**config.mk**
```make
export PLATFORM = sky130hd
export DESIGN_NAME = chan_write_arbiter_flat
export DESIGN_NICKNAME = d
export VERILOG_FILES = /design/src/rtl/chan_write_arbiter_if.sv /design/src/rtl/chan_write_arbiter.sv /design/src/flat_wrapper.sv
export SDC_FILE = /design/constraint.sdc
export NUM_CORES = 1
export LEC_CHECK = 0
export ABC_CLOCK_PERIOD_IN_PS = 3400
export BUFFER_PORTS_ARGS = -buffer_cell sky130_fd_sc_hd__buf_2
export CELL_PAD_IN_SITES_DETAIL_PLACEMENT = 0
export CELL_PAD_IN_SITES_GLOBAL_PLACEMENT = 2
export CORE_MARGIN = 3
export CORE_UTILIZATION = 23
export CTS_BUF_LIST = sky130_fd_sc_hd__clkbuf_16
export DETAILED_ROUTE_END_ITERATION = 6
export PLACE_DENSITY_LB_ADDON = 0.1
export SYNTH_ARGS = -nofsm -noshare
export SYNTH_HDL_FRONTEND = slang
export SYNTH_SLANG_ARGS = --single-unit
```
**constraint.sdc**
```tcl
create_clock -name clock -period 3.4 [get_ports clock]
set_input_delay 0.68 -clock clock [delete_from_list [all_inputs] [get_ports clock]]
set_output_delay 0.68 -clock clock [all_outputs]
set_load 0.05 [all_outputs]
```
**src/rtl/chan_write_arbiter_if.sv**
```systemverilog
// Write-port bundle between writer threads, the arbiter and the channel FIFO.
// master drives requests and FIFO status; slave is the arbiter side.
interface chan_write_arbiter_if #(
  parameter int NUM_REQ    = 4,
  parameter int DATA_WIDTH = 32,
  parameter int ID_WIDTH   = 2
);
  logic [NUM_REQ-1:0]            req;
  logic [NUM_REQ*DATA_WIDTH-1:0] wr_data;
  logic [NUM_REQ-1:0]            ack;
  logic                          fifo_full;
  logic                          fifo_wr;
  logic [DATA_WIDTH-1:0]         fifo_wdata;
  logic [ID_WIDTH-1:0]           grant_id;
  logic                          busy;

  modport master (
    output req, wr_data, fifo_full,
    input  ack, fifo_wr, fifo_wdata, grant_id, busy
  );

  modport slave (
    input  req, wr_data, fifo_full,
    output ack, fifo_wr, fifo_wdata, grant_id, busy
  );
endinterface

```
**src/rtl/chan_write_arbiter.sv**
```systemverilog
// Round-robin arbiter sharing one channel FIFO write port among writers.
// Optional write/stall counters enabled by CHAN_ARB_STATS_EN.
module chan_write_arbiter #(
  parameter int NUM_REQ    = 4,
  parameter int DATA_WIDTH = 32,
  parameter int ID_WIDTH   = 2
) (
  input  logic clock,
  input  logic rst,
  chan_write_arbiter_if.slave bus
`ifdef CHAN_ARB_STATS_EN
  ,
  output logic [31:0] stat_writes,
  output logic [31:0] stat_stalls
`endif
);

  typedef enum logic {IDLE, GRANT} state_t;

  state_t                  state;
  logic [ID_WIDTH-1:0]     gid;
  logic [ID_WIDTH-1:0]     rr_ptr;
  logic [DATA_WIDTH-1:0]   data_q;

  logic                    wr;
  logic [NUM_REQ-1:0]      ack_v;
  logic [NUM_REQ-1:0]      elig;
  logic [ID_WIDTH-1:0]     start;
  logic [2*NUM_REQ-1:0]    dbl;
  logic [NUM_REQ-1:0]      rot;
  logic                    found;
  logic [ID_WIDTH-1:0]     pick_id;
  logic [DATA_WIDTH-1:0]   pick_data;

  assign wr = (state == GRANT) && !bus.fifo_full;

  always_comb begin
    ack_v = '0;
    if (wr) ack_v = NUM_REQ'(1) << gid;
  end

  // The requester written this cycle is masked so others get the next slot
  assign elig = bus.req & ~ack_v;

  assign start = (rr_ptr == ID_WIDTH'(NUM_REQ - 1)) ?
                 '0 : rr_ptr + 1'b1;
  assign dbl   = {elig, elig};
  assign rot   = NUM_REQ'(dbl >> start);

  always_comb begin
    logic [NUM_REQ-1:0] sh;
    int p;
    found   = 1'b0;
    pick_id = '0;
    sh      = '0;
    p       = 0;
    for (int i = 0; i < NUM_REQ; i++) begin
      sh = rot >> i;
      if (!found && sh[0]) begin
        found = 1'b1;
        p = int'(start) + i;
        if (p >= NUM_REQ) p = p - NUM_REQ;
        pick_id = ID_WIDTH'(p);
      end
    end
  end

  assign pick_data =
    DATA_WIDTH'(bus.wr_data >> (pick_id * DATA_WIDTH));

  always_ff @(posedge clock or posedge rst) begin
    if (rst) begin
      state  <= IDLE;
      gid    <= '0;
      data_q <= '0;
      rr_ptr <= ID_WIDTH'(NUM_REQ - 1);
    end else if (state == IDLE || wr) begin
      if (found) begin
        state  <= GRANT;
        gid    <= pick_id;
        data_q <= pick_data;
        rr_ptr <= pick_id;
      end else begin
        state  <= IDLE;
      end
    end
  end

  assign bus.fifo_wr    = wr;
  assign bus.ack        = ack_v;
  assign bus.fifo_wdata = data_q;
  assign bus.grant_id   = gid;
  assign bus.busy       = (state == GRANT);

`ifdef CHAN_ARB_STATS_EN
  always_ff @(posedge clock or posedge rst) begin
    if (rst) begin
      stat_writes <= '0;
      stat_stalls <= '0;
    end else begin
      if (wr) stat_writes <= stat_writes + 32'd1;
      if (state == GRANT && bus.fifo_full)
        stat_stalls <= stat_stalls + 32'd1;
    end
  end
`endif

endmodule

```
**src/flat_wrapper.sv**
```systemverilog
// flat-port wrapper written by rule: the top's interface ports become plain ports
module chan_write_arbiter_flat 
#(
  parameter int NUM_REQ    = 4,
  parameter int DATA_WIDTH = 32,
  parameter int ID_WIDTH   = 2
)
  (clock, rst, bus_req, bus_wr_data, bus_fifo_full, bus_ack, bus_fifo_wr, bus_fifo_wdata, bus_grant_id, bus_busy);
  chan_write_arbiter_if #(.NUM_REQ(NUM_REQ), .DATA_WIDTH(DATA_WIDTH), .ID_WIDTH(ID_WIDTH)) bus_i ();
  input  logic clock;
  input  logic rst;
  input wire logic [$bits(bus_i.req)-1:0] bus_req;
  input wire logic [$bits(bus_i.wr_data)-1:0] bus_wr_data;
  input wire logic [$bits(bus_i.fifo_full)-1:0] bus_fifo_full;
  output wire logic [$bits(bus_i.ack)-1:0] bus_ack;
  output wire logic [$bits(bus_i.fifo_wr)-1:0] bus_fifo_wr;
  output wire logic [$bits(bus_i.fifo_wdata)-1:0] bus_fifo_wdata;
  output wire logic [$bits(bus_i.grant_id)-1:0] bus_grant_id;
  output wire logic [$bits(bus_i.busy)-1:0] bus_busy;
  assign bus_i.req = bus_req;
  assign bus_i.wr_data = bus_wr_data;
  assign bus_i.fifo_full = bus_fifo_full;
  assign bus_ack = bus_i.ack;
  assign bus_fifo_wr = bus_i.fifo_wr;
  assign bus_fifo_wdata = bus_i.fifo_wdata;
  assign bus_grant_id = bus_i.grant_id;
  assign bus_busy = bus_i.busy;
  chan_write_arbiter #(.NUM_REQ(NUM_REQ), .DATA_WIDTH(DATA_WIDTH), .ID_WIDTH(ID_WIDTH)) u_core (.clock(clock), .rst(rst), .bus(bus_i));
endmodule
```
### Word level (Yosys, flattened, before mapping)

Index checks and enable logic that the tools add are counted.

* mux-type cells: 15
* equal/unequal tests: 1
* shift-type cells: 3
* bitwise operators: 3
* divide/modulo/power cells: 0
* multipliers: 0
* add/sub/neg operators: 8
* reductions and logical operators: 10
* $lt $le $gt $ge: 4

Operators with widths (number)
* $shr A128 B7 Y32: 1
* $mux W2: 9
* $ge A3 B3 Y1 const B: 3
* $shr A8 B2 Y4: 1
* $sub A2 B1 Y2 const B: 4
* $add A2 B2 Y3 const B: 2
* $mux W1: 5
* $and A4 B4 Y4: 1
* $logic_and A1 B1 Y1: 4
* $logic_not A1 Y1: 4
* $mux W4: 1
* $not A4 Y4: 1
* $shl A1 B2 Y4 const A: 1
* $add A2 B1 Y3 const B: 1
* $ge A2 B3 Y1 const B: 1
* $add A2 B1 Y2 const B: 1
* $eq A2 B2 Y1 const B: 1
* $reduce_and A2 Y1: 1
* $logic_or A1 B1 Y1: 1
* $not A1 Y1: 1

* bits in registers: 37
* memory bits (read-only): 0
* memories kept: 0
* word-level logic and storage cells: 48
* input port bits: 135
* output and inout bits: 40
* memory bits (writable): 0
* bits in latches: 0

### Longest topological paths before layout

* depth in word-level cells: 17
* depth in mapped cells: 10
* mapped depth without buffers: 7

### Worst setup path before layout

OpenSTA, ideal clock, no wires.

* path type: reg2reg
* start: register u_core.state (netlist: u_core.bus.busy)
* end: register u_core.data_q[26] (netlist: u_core.bus.fifo_wdata[26])
* arrival time: 2.710 ns
* required time: 3.246 ns
* period minus slack after synthesis: 2.864 ns
* path slack: 0.536 ns
* stages on the path, launching flop included: 11
* cells stage by stage: dfrtp_1 > or4b_4 > inv_2 > nor3_1 > a211o_1 > or2_1 > buf_2 > buf_6 > buf_6 > a211oi_2 > a211oi_1

* longest elaborated chain between the ends: 16
* elaborated cells between the ends (all ways): 23

RTL lines
* start, declared: line chan_write_arbiter.sv:20 `state_t state;`
* start signal, assigned: line chan_write_arbiter.sv:73 `state <= IDLE;`
* start signal, assigned: line chan_write_arbiter.sv:79 `state <= GRANT;`
* start signal, assigned: line chan_write_arbiter.sv:84 `state <= IDLE;`
* $logic_and A1 B1 Y1 (*): line chan_write_arbiter.sv:35 `assign wr = (state == GRANT) && !bus.fifo_full;`
* $mux W4 (*): line chan_write_arbiter.sv:39 `if (wr) ack_v = NUM_REQ'(1) << gid;`
* via bus_ack[0]: line flat_wrapper.sv:15 `output wire logic [$bits(bus_i.ack)-1:0] bus_ack;`
* $not A4 Y4 (*): line chan_write_arbiter.sv:43 `assign elig = bus.req & ~ack_v;`
* $and A4 B4 Y4 (*): line chan_write_arbiter.sv:43
* $shr A8 B2 Y4 (*): line chan_write_arbiter.sv:48 `assign rot = NUM_REQ'(dbl >> start);`
* $mux W1: line chan_write_arbiter.sv:59 `if (!found && sh[0]) begin`
* $logic_not A1 Y1: line chan_write_arbiter.sv:59
* $logic_and A1 B1 Y1: line chan_write_arbiter.sv:59
* $mux W1: line chan_write_arbiter.sv:59
* $logic_not A1 Y1: line chan_write_arbiter.sv:59
* $logic_and A1 B1 Y1: line chan_write_arbiter.sv:59
* $mux W1: line chan_write_arbiter.sv:59
* $logic_not A1 Y1: line chan_write_arbiter.sv:59
* $logic_and A1 B1 Y1: line chan_write_arbiter.sv:59
* $mux W2 / $mux W1 (equally long branches): line chan_write_arbiter.sv:59
* $shr A128 B7 Y32 / $reduce_and A2 Y1 (equally long branches)
* end signal, assigned: line chan_write_arbiter.sv:81 `data_q <= pick_data;`
* end, declared: line chan_write_arbiter.sv:23 `logic [DATA_WIDTH-1:0] data_q;`

Mark *: on every way through the listed nets, which the timed path passes. The rest lies on a longest branch.
A chain may end at the register's enable or synchronous reset.

### Final worst setup path

* start: input bus_fifo_full
* end: register u_core.data_q[1] (netlist: u_core.bus.fifo_wdata[1])

* longest elaborated chain between the ends: 17
* elaborated cells between the ends (all ways): 23

RTL lines
* start, declared: line flat_wrapper.sv:14 `input wire logic [$bits(bus_i.fifo_full)-1:0] bus_fifo_full;`
* $logic_not A1 Y1 (*): line chan_write_arbiter.sv:35
* $logic_and A1 B1 Y1 (*): line chan_write_arbiter.sv:35
* $mux W4: line chan_write_arbiter.sv:39
* $not A4 Y4: line chan_write_arbiter.sv:43
* $and A4 B4 Y4: line chan_write_arbiter.sv:43
* $shr A8 B2 Y4: line chan_write_arbiter.sv:48
* $mux W1: line chan_write_arbiter.sv:59
* $logic_not A1 Y1: line chan_write_arbiter.sv:59
* $logic_and A1 B1 Y1: line chan_write_arbiter.sv:59
* $mux W1: line chan_write_arbiter.sv:59
* $logic_not A1 Y1: line chan_write_arbiter.sv:59
* $logic_and A1 B1 Y1: line chan_write_arbiter.sv:59
* $mux W1: line chan_write_arbiter.sv:59
* $logic_not A1 Y1: line chan_write_arbiter.sv:59
* $logic_and A1 B1 Y1: line chan_write_arbiter.sv:59
* $mux W2 / $mux W1 (equally long branches): line chan_write_arbiter.sv:59
* $shr A128 B7 Y32 / $reduce_and A2 Y1 (equally long branches)

Every way passes the cells marked *; elsewhere a longest branch is shown, timed or not.

==> results by group <==
GRT
  – Global-route wire length before repair: 14.7 mm
  – Grt ovf: 0
  – Vias in the first global route: about 2800
  – GRT Total Usage: approximately 14%
  – Antenna violations before repair: 0
  – Pin count of the biggest net entering global routing: 38

Floorplan
  – Initial Utilization: 24.0%
  – Die Wd: roughly 110 um
  – CORE AREA: 0.0110 mm2
  – Die height: 113 um
  – Boundary Pins: roughly 180
  – Die area: between 0.01 and 0.015 mm2
  – Row count: 38

STA
  – RSZ-0062 raised after global routing: no
  – Setup TNS: 0 ps
  – Period utilization: between 70 and 80%
  – Achievable frequency: ~400 MHz
  – Setup violators final: 0
  – Final Max Slew Viols: 0
  – Worst hold slack: slightly below 500 ps
  – Measured slew at the worst slew-check pin: just under 900 ps
  – Clock skew: roughly 4.6 ps
  – Final min period: 2530 ps
  – Relative slew slack: approximately two fifths
  – Final Hold Viols: 0

Setup path
  – Critical path's largest stage delay: roughly 510 ps
  – Crit. End Element: register
  – Startpoint Class: primary input
  – CP max-delay cell: or4b_4
  – WP data arrival: roughly 2700 ps
  – Req. time, crit path: about 3600 ps
  – CP Cell Sequence: buf_2, or4b_4, inv_2, nor3_1, a211o_1, or2_4, buf_12, mux2i_1, a211oi_1
  – Worst-path fanout max: 26
  – Critical setup path kind: in -> reg

Placement
  – Dpl cells: roughly 560
  – Placed instance area: ~0.0037 mm2
  – DP HPWL: a little under 7 mm
  – GPL Wtd Cong: 0.766
  – Port bufs: roughly 170

Clock tree
  – CTS hold repair buffers: 0
  – Sink Count: 37
  – Num CTS Buffers: 5
  – Root Buffer: clkbuf_16
  – H-tree depth: 2
  – CTS clk-pin slew, worst paths: 60 ps
  – Worst-Skew Late Latency: 280 ps
  – Post-CTS sizing: 0
  – CTS tree: yes
  – Clk buf depth: 2
  – Post-CTS Setup Inserts: 0

Synthesis
  – Commonest cells in the netlist: dfrtp_1, nor2_1, a211oi_1
  – Synthesized area per cell: roughly 10 um2
  – Top cells by area, synth: dfrtp_1, a211oi_2, mux2i_1, a211oi_1, nor3b_1
  – Distinct cell type count after synthesis: 35
  – Mapped Nets: around 400
  – Share of synthesized registers carrying an async set or reset: 100%
  – Synth top area share: 33.1%
  – Cell taking the most area after synthesis: dfrtp_1
  – Synth Warn #: 0
  – EDFF count, synth: 0
  – Top_reg_cell synth: dfrtp_1
  – #FFs+latches synth: 37
  – Seq/Total Area, Yosys: a little over a third
  – Mapped Area: roughly 0.0026 mm2
  – Most frequent cell after synthesis: dfrtp_1
  – Cells after Synth: between 200 and 300

Final layout
  – Design Area, Final: ~0.0038 mm2
  – Antenna diode count: 0
  – P&R area growth vs syn: 45.3%
  – Layout Nets: ~570
  – Non-Filler Instances: 570
  – Share of layout cells above drive strength 1: ~54%

Power
  – Peak VDD IR: roughly 0.41 mV
  – Leak: between 1.5 and 2 nW
  – Overall power: 3.95 mW
  – P per Cell Area: 1030 mW/mm2

Routing
  – WL per Instance: approximately 17 um
  – DRC violations left: 0
  – Total wire length: slightly below 10 mm
  – Antenna viol nets, final: 0
  – Routed vias: between 2000 and 3000
  – Number of DRC markers in iteration 0: 93
  – Via/cell ratio: ~4.7
  – DRT Pass-1 Iters: 4

Flow run
  – Max-Cap Viols: 0

Hold path
  – Hold Crit Class: reg -> reg

Run status
  – Status: finished, final reports clean
where the power goes:
| group | internal, mW | switching [mW] |
|---|---|---|
| logic | 0.857 | 1.86 |
| clock network | 0.264 | 0.179 |
| registers | 0.669 | 0.122 |
layer usage:
metal | vias to the layer above | track usage (%) | part of all wire, %
met2 | 105 | 24.3 | 46
met1 | 1238 | 18.0 | 44
met3 | 2 | 5.51 | 9.3
met4 | 0 | 2.40 | 0.38
met5 | - | 0 | 0
li1 | 1332 | - | -
placed cells by master (no fill, tap or decap), drive strengths merged, types with 4 or more instances in the layout:
cell    synthesis  final
a211oi         65     65
clkbuf         12      5
o21ai           4      4
nor3b          32     32
mux2i          32     32
buf            11    182
nor2           34     34
dfrtp          35     35
inv             6      9
nand2           7      7
registers in the layout (all words and copies together) (netlist names):
| name | flops |
|---|---|
| u_core.rr_ptr | 2 |
| u_core.bus.fifo_wdata | 32 |
| u_core.bus.busy | 1 |
| u_core.bus.grant_id | 2 |
area by class of cell:
class                   instances  area [um2]
flip-flops and latches         37         928
clock inverters                 3        11.3
inverters                       6        22.5
repair buffers                182         968
well taps                     140         175
fillers                      1199        7180
multi-input cells             197        1620
clock buffers                   5         125
cell families (layout without fill, tap and decap cells):
kind of cell	Yosys count	count (layout)	share of synthesized area, %
AOI/OAI and AO/OA	78	78	27.9
adders and majority gates	1	1	0.473
buffers and inverters	29	196	5.81
DFF	37	37	35.1
muxes	32	32	12.1
and+or+nand+nor	86	86	18.6
worst max-delay path: cells and delay by family:
kind	cells	cell delay, ps
and+or+nand+nor	3	920
buffers and inverters	3	430
muxes	1	140
AOI/OAI and AO/OA	2	520
per-stage QoR:
step                      utilization [%]  setup slack [ps]
final                                34.9               870
after detailed placement             33.6               570
after global routing                 34.9               751
after global placement               33.6               589
after floorplan                         -               536
after CTS                            34.9               870
final timing paths:
check / from / endpoint / slack [ps] / cells past startpoint
max in group asynchronous: rst / u_core.bus.busy$_DFFE_PP0P_ / 2270 / 2
min in group asynchronous: rst / u_core.bus.fifo_wdata[6]$_DFFE_PP0P_ / 590 / 2
hold / removal: u_core.rr_ptr[0]$_DFFE_PP1P_ / u_core.rr_ptr[0]$_DFFE_PP1P_ / 490 / 2
hold reg to reg: u_core.rr_ptr[0]$_DFFE_PP1P_ / u_core.rr_ptr[0]$_DFFE_PP1P_ / 490 / 2
setup reg to reg: u_core.bus.grant_id[0]$_DFFE_PP0P_ / u_core.bus.fifo_wdata[1]$_DFFE_PP0P_ / 890 / 8
setup / recovery: bus_fifo_full / u_core.bus.fifo_wdata[1]$_DFFE_PP0P_ / 870 / 9
Power figures use the tool's default switching activity.
